File: config.mk
export PLATFORM = sky130hd
export DESIGN_NAME = seg7_scan_decoder
export DESIGN_NICKNAME = d
export VERILOG_FILES = /design/src/rtl/seg7_pkg.sv /design/src/rtl/seg7_pattern_decode.sv /design/src/rtl/seg7_scan_decoder.sv
export SDC_FILE = /design/constraint.sdc
export NUM_CORES = 1
export LEC_CHECK = 0
export BUFFER_PORTS_ARGS = -buffer_cell sky130_fd_sc_hd__buf_2
export CAP_MARGIN = 15
export CELL_PAD_IN_SITES_DETAIL_PLACEMENT = 0
export CELL_PAD_IN_SITES_GLOBAL_PLACEMENT = 1
export CORE_MARGIN = 2
export CORE_UTILIZATION = 43
export DETAILED_ROUTE_END_ITERATION = 8
export PLACE_DENSITY_LB_ADDON = 0.12
export SETUP_SLACK_MARGIN = 0.1
export SYNTH_ARGS = -nofsm -noshare
export SYNTH_HDL_FRONTEND = slang
export SYNTH_HIERARCHICAL = 1
export SYNTH_SLANG_ARGS = --single-unit
File: constraint.sdc
create_clock -name clk -period 3.6 [get_ports clk]
set_clock_uncertainty 0.2 [all_clocks]
set_input_delay 0.36 -clock clk [delete_from_list [all_inputs] [get_ports clk]]
set_output_delay 0.36 -clock clk [all_outputs]
set_load 0.01 [all_outputs]
File: src/rtl/seg7_pkg.sv
// Shared 7-segment pattern constants (active-low, bit order g f e d c b a).
// Used by both the encoder side and the scan decoder.
package seg7_pkg;

  localparam logic [6:0] SEG_0     = 7'b1000000;
  localparam logic [6:0] SEG_1     = 7'b1111001;
  localparam logic [6:0] SEG_2     = 7'b0100100;
  localparam logic [6:0] SEG_3     = 7'b0110000;
  localparam logic [6:0] SEG_4     = 7'b0011001;
  localparam logic [6:0] SEG_5     = 7'b0010010;
  localparam logic [6:0] SEG_6     = 7'b0000010;
  localparam logic [6:0] SEG_7     = 7'b1111000;
  localparam logic [6:0] SEG_8     = 7'b0000000;
  localparam logic [6:0] SEG_9     = 7'b0010000;
  localparam logic [6:0] SEG_BLANK = 7'b1111111;

endpackage

File: src/rtl/seg7_pattern_decode.sv
// Combinational decode of an active-low segment pattern back to BCD.
// Anything that is neither a digit nor blank reports both flags low.
module seg7_pattern_decode
  import seg7_pkg::*;
(
  input  logic [6:0] seg_n_i,
  output logic [3:0] bcd_o,
  output logic       is_digit_o,
  output logic       is_blank_o
);

  always_comb begin
    bcd_o      = 4'd0;
    is_digit_o = 1'b1;
    is_blank_o = 1'b0;
    case (seg_n_i)
      SEG_0:     bcd_o = 4'd0;
      SEG_1:     bcd_o = 4'd1;
      SEG_2:     bcd_o = 4'd2;
      SEG_3:     bcd_o = 4'd3;
      SEG_4:     bcd_o = 4'd4;
      SEG_5:     bcd_o = 4'd5;
      SEG_6:     bcd_o = 4'd6;
      SEG_7:     bcd_o = 4'd7;
      SEG_8:     bcd_o = 4'd8;
      SEG_9:     bcd_o = 4'd9;
      SEG_BLANK: begin
        is_digit_o = 1'b0;
        is_blank_o = 1'b1;
      end
      default:   is_digit_o = 1'b0;
    endcase
  end

endmodule

File: src/rtl/seg7_scan_decoder.sv
// Receive side of the multiplexed 7-segment scan: qualifies a stable
// {segments, one-hot digit} sample for STABLE_CYCLES edges, then decodes it into its slot.
module seg7_scan_decoder
  import seg7_pkg::*;
#(
  parameter int NDIGITS       = 6,
  parameter int STABLE_CYCLES = 4,
  localparam int IW           = (NDIGITS > 1) ? $clog2(NDIGITS) : 1
) (
  input  logic                 clk,
  input  logic                 reset,
  input  logic [6:0]           seg_n,
  input  logic [NDIGITS-1:0]   dig_sel,
  input  logic                 err_clr,
  output logic [4*NDIGITS-1:0] bcd_out,
  output logic [NDIGITS-1:0]   digit_valid,
  output logic [NDIGITS-1:0]   invalid_seen,
  output logic                 update,
  output logic [IW-1:0]        update_idx
);

  localparam int             CW      = $clog2(STABLE_CYCLES + 1);
  localparam int             SW      = 7 + NDIGITS;
  localparam logic [CW-1:0]  RUN_MAX = CW'(STABLE_CYCLES);

  logic [SW-1:0]        prev_q;
  logic [CW-1:0]        run_q, run_d;
  logic                 cap_q, cap_d;
  logic [4*NDIGITS-1:0] bcd_q, bcd_d;
  logic [NDIGITS-1:0]   vld_q, vld_d;
  logic [NDIGITS-1:0]   inv_q, inv_d;
  logic                 upd_q;
  logic [IW-1:0]        idx_q, idx_d;

  logic [SW-1:0]        cur_sample;
  logic                 one_hot;
  logic                 same;
  logic                 capture;
  logic [IW-1:0]        sel_idx;
  logic [3:0]           dec_bcd;
  logic                 dec_digit;
  logic                 dec_blank;

  seg7_pattern_decode u_decode (
    .seg_n_i    (seg_n),
    .bcd_o      (dec_bcd),
    .is_digit_o (dec_digit),
    .is_blank_o (dec_blank)
  );

  assign cur_sample = {seg_n, dig_sel};
  assign one_hot    = (dig_sel != '0) && ((dig_sel & (dig_sel - NDIGITS'(1))) == '0);
  assign same       = (cur_sample == prev_q);

  always_comb begin
    sel_idx = '0;
    for (int i = 0; i < NDIGITS; i++) begin
      if (dig_sel[i]) sel_idx = IW'(i);
    end
  end

  // Run length counts edges including the first one of a new sample.
  always_comb begin
    run_d = '0;
    if (one_hot) begin
      if (!same)                run_d = CW'(1);
      else if (run_q < RUN_MAX) run_d = run_q + CW'(1);
      else                      run_d = RUN_MAX;
    end
  end

  assign capture = one_hot && (run_d == RUN_MAX) && !cap_q;

  always_comb begin
    if (capture)                cap_d = 1'b1;
    else if (!one_hot || !same) cap_d = 1'b0;
    else                        cap_d = cap_q;
  end

  // Only the selected slot is touched; a set on the same edge beats err_clr.
  always_comb begin
    bcd_d = bcd_q;
    vld_d = vld_q;
    inv_d = err_clr ? '0 : inv_q;
    idx_d = idx_q;
    if (capture) begin
      idx_d = sel_idx;
      for (int i = 0; i < NDIGITS; i++) begin
        if (dig_sel[i]) begin
          if (dec_digit) begin
            bcd_d[4*i +: 4] = dec_bcd;
            vld_d[i]        = 1'b1;
          end else begin
            vld_d[i] = 1'b0;
            if (!dec_blank) inv_d[i] = 1'b1;
          end
        end
      end
    end
  end

  always_ff @(posedge clk or posedge reset) begin
    if (reset) begin
      prev_q <= '0;
      run_q  <= '0;
      cap_q  <= 1'b0;
      bcd_q  <= '0;
      vld_q  <= '0;
      inv_q  <= '0;
      upd_q  <= 1'b0;
      idx_q  <= '0;
    end else begin
      prev_q <= cur_sample;
      run_q  <= run_d;
      cap_q  <= cap_d;
      bcd_q  <= bcd_d;
      vld_q  <= vld_d;
      inv_q  <= inv_d;
      upd_q  <= capture;
      idx_q  <= idx_d;
    end
  end

  assign bcd_out      = bcd_q;
  assign digit_valid  = vld_q;
  assign invalid_seen = inv_q;
  assign update       = upd_q;
  assign update_idx   = idx_q;

endmodule

### Word level (Yosys, flattened, before mapping)

Cells that the tools add are included.

| operators by class | value |
|---|---|
| $add $sub $neg | 2 |
| magnitude comparators | 1 |
| eq/ne operators | 12 |
| mux-type cells | 34 |
| bitwise logic cells | 1 |
| reductions and logical operators | 24 |

Operators by type and width:

| kind | count |
|---|---|
| case mux 4 bit (9 select lines) | 1 |
| == test 7 bit (second input constant) | 4 |
| 2-to-1 mux 1 bit | 24 |
| == test 7 x 5 -> 1 bit (second input constant) | 3 |
| 2-to-1 mux 3 bit | 7 |
| AND reduction 3 bit | 6 |
| == test 7 x 6 -> 1 bit (second input constant) | 2 |
| == test 13 bit | 1 |
| 2-to-1 mux 6 bit | 2 |
| AND reduction 2 bit | 6 |
| OR reduction 10 bit | 1 |
| == test 7 x 2 -> 1 bit (second input constant) | 1 |
| zero test 7 bit | 1 |
| bitwise AND 6 bit | 1 |
| zero test 6 bit | 1 |
| nonzero test 6 bit | 1 |
| subtractor 6 x 1 -> 6 bit (second input constant) | 1 |
| adder 3 x 1 -> 3 bit (second input constant) | 1 |
| == test 3 bit (second input constant) | 1 |
| logical AND 1 bit | 3 |
| zero test 1 bit | 3 |
| < comparator 3 bit (second input constant) | 1 |
| nonzero test 2 bit | 1 |
| logical OR 1 bit | 1 |

| storage, ports and cells | value |
|---|---|
| register bits | 57 |
| input port bits | 16 |
| output and inout bits | 40 |

### Longest topological paths before layout

Gate-level depths: netlist (run 1).

| logic depth | value |
|---|---|
| word-level depth | 9 |
| depth in mapped cells | 7 |
| mapped depth without buffers | 6 |

### Modules after synthesis

The synthesis (run 1) kept the hierarchy.

By module, submodules not included:

| module | times used | cells each | area each (µm²) | sequential area each (µm²) |
|---|---|---|---|---|
| seg7_scan_decoder | 1 | 181 | 2526.2 | 1426.4 |
| seg7_pattern_decode | 1 | 23 | 153.9 | 0.0 |

### Worst setup path after synthesis (run 1)

OpenSTA, ideal clock, no wires.

| timing | value |
|---|---|
| path kind | register to register |
| start | register run_q[0] |
| end | register idx_q[0] (netlist: update_idx[0]) |
| setup time | 0.128 ns |
| data arrival time | 2.351 ns |
| data required time | 3.272 ns |
| setup slack | 0.922 ns |
| stages on the path, launching flop included | 7 |
| buffers on the path | 0 |
| period minus slack after synthesis | 2.678 ns |
| cells stage by stage | dfrtp_1 > ha_1 > and3b_1 > o2111ai_1 > nor4_4 > and2_1 > mux2_1 |

| on the way | value |
|---|---|
| cells in the longest elaborated chain, start to end | 7 |
| elaborated cells on any way between the ends | 8 |

Ends and longest elaborated chain:

| what | line | RTL |
|---|---|---|
| start, declared | seg7_scan_decoder.sv:27 | `logic [CW-1:0] run_q, run_d;` |
| start signal, assigned | seg7_scan_decoder.sv:114 | `run_q <= run_d;` |
| adder 3 x 1 -> 3 bit or < comparator 3 bit (tied branches) | seg7_scan_decoder.sv:67 | `else if (run_q < RUN_MAX) run_d = run_q + CW'(1);` |
| 2-to-1 mux 3 bit * | seg7_scan_decoder.sv:67 |  |
| 2-to-1 mux 3 bit * | seg7_scan_decoder.sv:66 | `if (!same) run_d = CW'(1);` |
| 2-to-1 mux 3 bit * | seg7_scan_decoder.sv:65 | `if (one_hot) begin` |
| == test 3 bit * | seg7_scan_decoder.sv:72 | `assign capture = one_hot && (run_d == RUN_MAX) && !cap_q;` |
| logical AND 1 bit * (2 in a row) | seg7_scan_decoder.sv:72 |  |
| end signal, assigned | seg7_scan_decoder.sv:120 | `idx_q <= idx_d;` |
| end, declared | seg7_scan_decoder.sv:33 | `logic [IW-1:0] idx_q, idx_d;` |

Mark *: on every way between the ends. The rest lies on a longest branch, timed or not.
A chain may end at the register's enable or synchronous reset.

### Worst setup path after layout (run 1)

| timing | value |
|---|---|
| start | input dig_sel[3] |
| end | register idx_q[0] (netlist: update_idx[0]) |

| on the way | value |
|---|---|
| cells in the longest elaborated chain, start to end | 8 |
| elaborated cells on any way between the ends | 14 |

Ends and longest elaborated chain:

| what | line | RTL |
|---|---|---|
| start, declared | seg7_scan_decoder.sv:13 | `input logic [NDIGITS-1:0] dig_sel,` |
| subtractor 6 x 1 -> 6 bit | seg7_scan_decoder.sv:52 | `assign one_hot = (dig_sel != '0) && ((dig_sel & (dig_sel - NDIGITS'(1))) == '0);` |
| bitwise AND 6 bit | seg7_scan_decoder.sv:52 |  |
| zero test 6 bit | seg7_scan_decoder.sv:52 |  |
| logical AND 1 bit | seg7_scan_decoder.sv:52 |  |
| 2-to-1 mux 3 bit | seg7_scan_decoder.sv:65 |  |
| == test 3 bit | seg7_scan_decoder.sv:72 |  |
| logical AND 1 bit (2 in a row) | seg7_scan_decoder.sv:72 |  |

Parallel ways exist; a longest one is shown, timed or not.

==> impl_metrics.yaml, run 1 <==
job:
  drv_cap: 0
worst_hold_path:
  hp-class: "primary input to asynchronous set/reset pin"
synthesis:
  yosysSeqAreaShare_pct: 53.22
  syn_inst: 204
  avgSynthCellArea_sq_um: 13.14
  synth_top_cell_by_area: "dfrtp_1"
  ys_ff_latch: 57
  synth_edf_count: 0
  synthArstFlopShare_pct: 100.0
  synthTopCellsByArea: "dfrtp_1 (53%), mux2_1 (11%), nand4_4 (4.8%)"
  synth_top_area_share_pct: 53.22
  netlist_area_sq_mm: 0.002680
  yosys_warnings: 6
  synth_cell_types: 46
  ys.flop_type: "dfrtp_1"
  syn-num-nets: 221
critical_path:
  worstPathCellList: "buf_2, or4_1, maj3_2, a21oi_4, and2_1, mux2_1"
  cp.buffers_inverters: 1
  critPathMaxStageDelay_ns: 0.53
  critPathRequiredTime_ns: 3.61
  start_kind: "primary input"
  crit_slowest_cell: "or4_1"
  cp-end-kind: "flop"
  crit_family: "simple AND/OR/NAND/NOR gates"
  cp_max_fo: 15
  critical_path_class: "primary input to flop"
  critPathArrivalTime_ns: 2.58
route:
  detail-route-antenna-nets: 0
  wl_mm: 5.386
  remaining_drc_errors: 0
  drt-wirelength-per-cell_microns: 15.43
  viasPerCell: 5.181
  drt_iter0_drc: 87
  drt-pass1-iter-count: 4
  num_vias: 1808
global_routing:
  gr-total-overflow: 0
  grt_max_degree: 58
  antenna_found_initial: 0
  grt_pass1_vias: 1860
  grtUsageTotal_pct: 17.39
  grt_pass1_wl_mm: 9.432
placement:
  dpl_cell_area_sq_mm: 0.003010
  port_buffers: 55
  gp_congestion: 0.8112
  dp_hpwl_mm: 3.673
timing:
  worst_hold_slack_ns: 0.01464
  rsz0062_at_grt: "no"
  fin_crit_sh_pct: 71.37
  hold_viol_final: 0
  max_freq_ghz: 0.3892
  finalSetupViolCount: 0
  worst_pin_slew_ns: 0.7931
  period_minus_slack_ns: 2.569
  fin_setup_tns_ns: 0
  maxSlewViolCount: 0
  maxSlewHeadroom_pct: 46.57
power:
  vdd_drop_max_mv: 0.2528
  power_density_mw_per_mm2: 424.1
  p_leak_uw: 0.001640
floorplanning:
  core_area_sq_mm: 0.005956
  ios: 56
  num_rows: 28
  start_util_pct: 45.00
  die_y_microns: 82.95
  die_area_sq_mm: 0.006880
  die_w_microns: 82.95
cts:
  cts_root_buf: "clkbuf_8"
  clk_pin_slew_ns: 0.06
  clock_latency_ns: 0.34
  clock-sinks: 57
  ctsResizeCount: 0
  htree_num_levels: 3
  postCtsSetupBuffers: 0
  cts_tree: "done"
  numCtsBuffers: 9
  clockBufferDepth: 2
  postCtsHoldBufs: 2
layout:
  fin_area_sq_mm: 0.003246
  seqCellArea_sq_mm: 0.001426
  nNetsFinal: 286
  diodes: 0
  syn_to_final_growth_pct: 21.10
  layout-drive-gt1-share_pct: 35.77
  multi_input_area_sq_mm: 0.001117
  num-fill-cells: 554
outcome:
  status: "finished clean"
worst paths after layout:
kind	from	endpoint	cells past startpoint	slack, ns
max in group asynchronous	reset	digit_valid[3]	3	2.72
max reg2reg	run_q[0]	update_idx[0]	7	1.10
max	dig_sel[3]	update_idx[0]	6	1.03
min reg2reg	bcd_out[14]	bcd_out[14]	1	0.29
min	reset	bcd_out[7]	3	0.01
min in group clk	seg_n[4]	prev_q[10]	1	0.03
cell usage in the layout, fill, tap and decap left out, drive strengths merged, types with 2 or more instances in the layout:
cell type and n:
buf 61, dfrtp 57, mux2 30, inv 14, o21ai 14, nand4 14
xnor2 13, clkbuf 12, nor2 7, nand3 7, nand2 4, a21oi 3
nor4 3, xor2 2, o211ai 2, and2 2, mux2i 2, and3 2
nor3b 2, clkinvlp 2, dlygate4sd3 2, and4 2
kinds of logic (layout without fill, tap and decap cells):
| logic type | Yosys count | count (layout) | share of synthesized area, % |
|---|---|---|---|
| adder cells (fa/ha/maj) | 2 | 2 | 0.8869 |
| multiplexers | 32 | 32 | 13.77 |
| AND/OR/NAND/NOR | 50 | 50 | 15.97 |
| AO/OA/AOI/OAI | 25 | 25 | 5.883 |
| XOR/XNOR | 15 | 15 | 5.182 |
| buffers and inverters | 23 | 93 | 5.088 |
| flip-flops | 57 | 57 | 53.22 |
routing by layer:
layer | track usage [%] | routed length [microns]
met2 | 24.85 | 2407
met1 | 23.75 | 2540
met4 | 9.389 | 99
met5 | 0 | 0
met3 | 5.169 | 338
sequential cells by signal (all words and copies together), names as in the netlist:
signal        cells
invalid_seen      6
bcd_out          24
update            1
digit_valid       6
cap_q             1
run_q             3
update_idx        3
prev_q           13
cell type report:
cell class | count | share of cell area, %
repair buffers | 63 | 10.49
clock buffers | 12 | 5.089
well taps | 75 | 2.891
multi-input cells | 124 | 34.43
inverters | 14 | 1.619
flip-flops and latches | 57 | 43.95
clock inverters | 4 | 1.542
report_power, final:
group / switching, uW / total [uW] / internal [uW] / leakage [uW]
clock: 253 / 628 / 375 / 0.000105
combinational: 63.3 / 95.6 / 32.3 / 0.000785
sequential: 4.07 / 653 / 649 / 0.000750
metrics by stage:
stage | util (%) | power (uW) | setup WS [ns] | instances
floorplan | - | 731.2 | 0.9216 | 204
global placement | 50.55 | 759.5 | 0.7150 | 331
global route | 54.50 | 1438 | 0.8553 | 349
finish | 54.50 | 1376 | 1.031 | 349
CTS | 54.50 | 1398 | 1.042 | 349
detailed placement | 50.55 | 760.2 | 0.6799 | 331
tightest hold or removal path, stage by stage:
cell and delay (ns):
buf_2 0.10, inv_2 0.03, buf_4 0.55
synthesized netlist by cell type (2+ instances only):
library cell	count
dfrtp_1	57
mux2_1	27
inv_1	14
xnor2_1	12
nand4_1	7
nor2_1	7
o21ai_0	7
o21ai_1	7
buf_6	6
nand4_4	6
nand2_1	4
nand3_1	4
mux2_4	3
nand3_2	3
a21oi_1	2
and2_1	2
and3_1	2
mux2i_1	2
nor3b_1	2
nor4_1	2
o211ai_1	2
xor2_1	2
Note: power is estimated with default switching activity, not from simulation.
==> run 2, diff against run 1 <==
Clock period 3.6 ns to 2.58 ns, I/O delays scaled along.
==> run 2 against run 1 <==
Final area up 8.9%. Utilization up 4.8 points. Combinational power up 66%. Final cell count up 4.9%. Flip-flop and latch count unchanged. Die area unchanged. Worst hold slack better by 0.018 ns. Largest power group unchanged. Global-route usage up 1.1 points. Clock power up 45%. Sequential share of layout area down 3.6 points. Critical path depth up 2.
==> impl_metrics.yaml, run 2 (synthesis results as in run 1) <==
cts:
  htree_num_levels: 3
  numCtsBuffers: 9
  clock-sinks: 57
  cts_root_buf: "clkbuf_8"
  clock_latency_ns: 0.33
  clk_pin_slew_ns: 0.06
  clockBufferDepth: 2
  cts_tree: "done"
  postCtsSetupBuffers: 0
route:
  drt-pass1-iter-count: 4
  drt_iter0_drc: 77
  detail-route-antenna-nets: 0
  viasPerCell: 5.046
  drt-wirelength-per-cell_microns: 15.88
  remaining_drc_errors: 0
  num_vias: 1847
  wl_mm: 5.812
placement:
  gp_congestion: 0.7362
  port_buffers: 55
  dp.cells: 339
  dpl_cell_area_sq_mm: 0.003192
  dp_hpwl_mm: 4.135
  dp_slack_ns: 0.1129
timing:
  fin_ws_ns: 0.1950
  max_freq_ghz: 0.4193
  fin_crit_sh_pct: 92.44
  hold_viol_final: 0
  period_minus_slack_ns: 2.385
  maxSlewViolCount: 0
  rsz0062_at_grt: "no"
  finalSetupViolCount: 0
  worst_pin_slew_ns: 0.7179
  maxSlewHeadroom_pct: 52.14
power:
  seq_power_share_pct: 46.0
  internal_power_uw: 1547
  p_clk_share_pct: 45.9
  power.switching_uw: 431.7
  vdd_drop_max_mv: 0.3296
  comb_power_share_pct: 8.0
  switching_share_pct: 21.82
  power_density_mw_per_mm2: 560.0
  p_leak_uw: 0.001837
global_routing:
  grt_max_degree: 26
  antenna_found_initial: 0
  grtUsageTotal_pct: 18.53
  gr-total-overflow: 0
  grt_pass1_wl_mm: 10.06
  grt_pass1_vias: 1937
layout:
  nNetsFinal: 303
  fin_util_pct: 59.33
  final_common_cell: "dfrtp_1"
  layout-drive-gt1-share_pct: 44.67
  largest_reg_flops: 24
  fin_area_sq_mm: 0.003533
  syn_to_final_growth_pct: 31.84
  multi_input_area_sq_mm: 0.001215
  num-fill-cells: 535
  seqCellArea_sq_mm: 0.001426
  finalNonFillerCells: 366
  final_cell_mix: "dfrtp_1 (57), buf_2 (55), mux2_4 (27)"
  diodes: 0
critical_path:
  critPathArrivalTime_ns: 2.40
  r2r-end: "update_idx[0]"
  critPathRequiredTime_ns: 2.60
  start_kind: "primary input"
  regToRegSetupSlack_ns: 0.25
  worstPathCellList: "dlygate4sd3_1, buf_2, xnor2_1, nand4_2, nor4_4, buf_12, and2_1, mux2_1"
  r2r-start: "run_q[0]"
  critical_path_class: "primary input to flop"
  r2r_cells: 7
  cp-end-kind: "flop"
  crit_slowest_cell: "dlygate4sd3_1"
  cp_max_fo: 19
  critPathMaxStageDelay_ns: 0.53
floorplanning:
  num_rows: 28
  die_y_microns: 82.95
  die_area_sq_mm: 0.006880
  ios: 56
  die_w_microns: 82.95
  start_util_pct: 45.00
  core_area_sq_mm: 0.005956
worst_hold_path:
  hp-class: "primary input to flop"
  min_path_cells: 2
  worstHoldStart: "dig_sel[2]"
  hold_end: "prev_q[2]"
outcome:
  status: "finished clean"
job:
  drv_cap: 0
-- run 2: cell count changes in the layout (fill, tap and decap cells not counted), moves of 2 or more --
cell	previous run	this run
mux2_4	3	27
mux2_1	27	3
buf_4	6	11
clkinvlp_4	2	0
dlygate4sd3_1	2	11
buf_12	0	2
clkbuf_8	12	14
-- run 2: worst max-delay path, delay by kind of cell --
family,cells,cell delay [ns]
multiplexers,1,0.32
AND/OR/NAND/NOR,3,0.69
buffers and inverters,3,0.93
XOR/XNOR,1,0.19
-- run 2: what timing repair did --
action	CTS	global route
hold endpoints to repair	38	0
hold buffers	11	0
setup endpoints to repair	0	26
resized for setup	0	2
-- run 2: worst max-delay path by stage --
stage / startpoint / endpoint / slack [ns] / cells after the start
6_report: seg_n[5] / update_idx[0] / 0.19 / 8
5_1_grt: seg_n[4] / bcd_out[7] / 0.12 / 8
4_1_cts: seg_n[5] / bcd_out[14] / 0.19 / 8
3_5_place_dp: dig_sel[2] / bcd_out[18] / 0.11 / 7
3_3_place_gp: dig_sel[2] / bcd_out[12] / 0.15 / 7
2_1_floorplan: run_q[0] / update_idx[0] / -0.06 / 6
-- run 2: power groups by stage --
stage                     combinational [uW]  sequential, uW  clock, uW
after global routing                     177             911        982
after CTS                                161             911        934
after global placement                   147             927          0
final                                    159             911        908
after detailed placement                 148             927          0
after floorplan                         94.8             927          0
-- run 2: stage by stage --
| stage | power, uW | hold slack (ns) | TNS [ns] |
|---|---|---|---|
| finish | 1979 | 0.03249 | 0 |
| global route | 2070 | 0.03311 | 0 |
| CTS | 2006 | 0.02174 | 0 |
| detailed placement | 1075 | 0.1480 | 0 |
| global placement | 1074 | 0.1433 | 0 |
| floorplan | 1021 | 0.08943 | -0.7622 |
-- run 2: layout make-up --
cell class	instances	area share, %
clock buffers	15	5.559
clock inverters	1	0.8499
inverters	14	1.487
multi-input cells	124	34.38
flip-flops and latches	57	40.37
well taps	75	2.656
repair buffers	80	14.70
-- run 2: layer usage --
layer | GRT usage, % | vias up | part of all wire [%]
li1 | - | 897 | -
met1 | 25.48 | 904 | 47
met2 | 28.52 | 40 | 48
met3 | 5.765 | 6 | 4.2
met4 | 4.918 | 0 | 1.0
met5 | 0 | - | 0
==> run 3, diff against run 2 <==
Settings changed: CORE_MARGIN 2 to unset.
==> run 3 against run 2 <==
Die area fell by 4.8%. Sequential share of layout area rose by 0.27 points. Non-clock buffer count fell by 1. Critical endpoint is now bcd_out[15]. Setup slack got worse by 0.011 ns. Largest power group unchanged.
==> impl_metrics.yaml, run 3 (synthesis results as in run 1) <==
timing:
  max_freq_ghz: 0.4173
  rsz0062_at_grt: "yes"
  hold_viol_final: 0
  worst_pin_slew_ns: 0.8144
  fin_setup_tns_ns: 0
  maxSlewHeadroom_pct: 45.13
  fin_crit_sh_pct: 92.87
  finalSetupViolCount: 0
  period_minus_slack_ns: 2.396
  maxSlewViolCount: 0
route:
  wl_mm: 5.688
  drt-wirelength-per-cell_microns: 15.63
  drt_iter0_drc: 60
  remaining_drc_errors: 0
  viasPerCell: 5.055
  detail-route-antenna-nets: 0
  num_vias: 1840
  drt-pass1-iter-count: 4
placement:
  port_buffers: 55
  dp.cells: 338
  gp_congestion: 0.6939
  dp_hpwl_mm: 3.967
floorplanning:
  core_area_sq_mm: 0.005956
  die_y_microns: 80.95
  start_util_pct: 45.00
  num_rows: 28
  ios: 56
  die_w_microns: 80.95
  die_area_sq_mm: 0.006552
critical_path:
  r2r_cells: 7
  worstPathCellList: "dlygate4sd3_1, buf_2, a2111oi_0, o21ai_0, o211ai_1, buf_4, nand4_4, mux2_4"
  regToRegSetupSlack_ns: 0.24
  critPathMaxStageDelay_ns: 0.53
  critPathRequiredTime_ns: 2.59
  cp.buffers_inverters: 3
  crit_family: "buffers and inverters"
  critical_path_class: "primary input to flop"
  crit_start: "seg_n[4]"
  setup.worst_path.end: "bcd_out[15]"
  cp-end-kind: "flop"
  cp_max_fo: 12
  r2r-start: "run_q[0]"
  r2r-end: "update_idx[0]"
  critPathArrivalTime_ns: 2.40
  crit_slowest_cell: "dlygate4sd3_1"
  path_depth: 8
  start_kind: "primary input"
global_routing:
  gr-total-overflow: 0
  grt_pass1_vias: 1850
  antenna_found_initial: 0
  grt_max_degree: 33
  grtUsageTotal_pct: 19.44
  grt_pass1_wl_mm: 9.411
layout:
  nNetsFinal: 302
  finalNonFillerCells: 364
  largest_reg_flops: 24
  diodes: 0
  layout-drive-gt1-share_pct: 45.33
  final_common_cell: "dfrtp_1"
  final_cell_mix: "dfrtp_1 (57), buf_2 (55), mux2_4 (27)"
  syn_to_final_growth_pct: 30.95
power:
  p_leak_uw: 0.001829
  vdd_drop_max_mv: 0.2706
  power_density_mw_per_mm2: 540.1
cts:
  clock-sinks: 57
  clockBufferDepth: 2
  htree_num_levels: 3
  clock_latency_ns: 0.33
  cts_root_buf: "clkbuf_8"
  cts_tree: "done"
  clk_pin_slew_ns: 0.06
  numCtsBuffers: 9
outcome:
  status: "finished clean"
worst_hold_path:
  hp-class: "primary input to flop"
job:
  drv_cap: 0
[run 3: layout make-up]
cell class | count | area, sq um
fill | 501 | 2446
sequential | 57 | 1426
multi-input combinational | 124 | 1224
timing repair buffer | 79 | 518.0
clock buffer | 12 | 155.1
tap | 75 | 93.84
inverter | 14 | 52.55
clock inverter | 3 | 40.04
[run 3: worst min path at each step]
stage	from	endpoint	slack, ns	cells after the start
final	dig_sel[0]	prev_q[0]	0.04	2
after global routing	dig_sel[0]	prev_q[0]	0.03	2
after CTS	dig_sel[0]	prev_q[0]	0.02	2
after detailed placement	reset	update	0.15	2
after global placement	reset	update	0.15	2
after floorplan	dig_sel[0]	prev_q[0]	0.09	0
[run 3: timing repair]
| action | CTS | global route |
|---|---|---|
| hold buffers | 10 | 0 |
| buffers inserted | 0 | 1 |
| hold endpoints to repair | 39 | 0 |
| resized for setup | 0 | 2 |
| setup endpoints to repair | 0 | 32 |
[run 3: power breakdown]
group | total, uW | internal, uW | switching (uW)
combinational | 162 | 64.2 | 97.8
sequential | 911 | 906 | 5.80
clock | 822 | 490 | 332
total | 1900 | 1460 | 436
[run 3: through the flow]
step	setup slack, ns	total power [uW]	utilization [%]	cell area [sq um]	hold WS, ns
finish	0.1839	1896	58.93	3510	0.03703
global route	0.09847	1980	58.93	3510	0.03324
CTS	0.1475	1926	58.63	3492	0.02017
detailed placement	0.1688	1078	53.68	3197	0.1527
global placement	0.1680	1075	53.68	3197	0.1461
floorplan	-0.06022	1021	-	2776	0.08943
[run 3: layer usage]
metal,share of wire [%],GRT usage (%)
met3,3.1,3.708
met4,1.7,9.107
met1,50,27.50
met2,46,28.66
met5,0,0
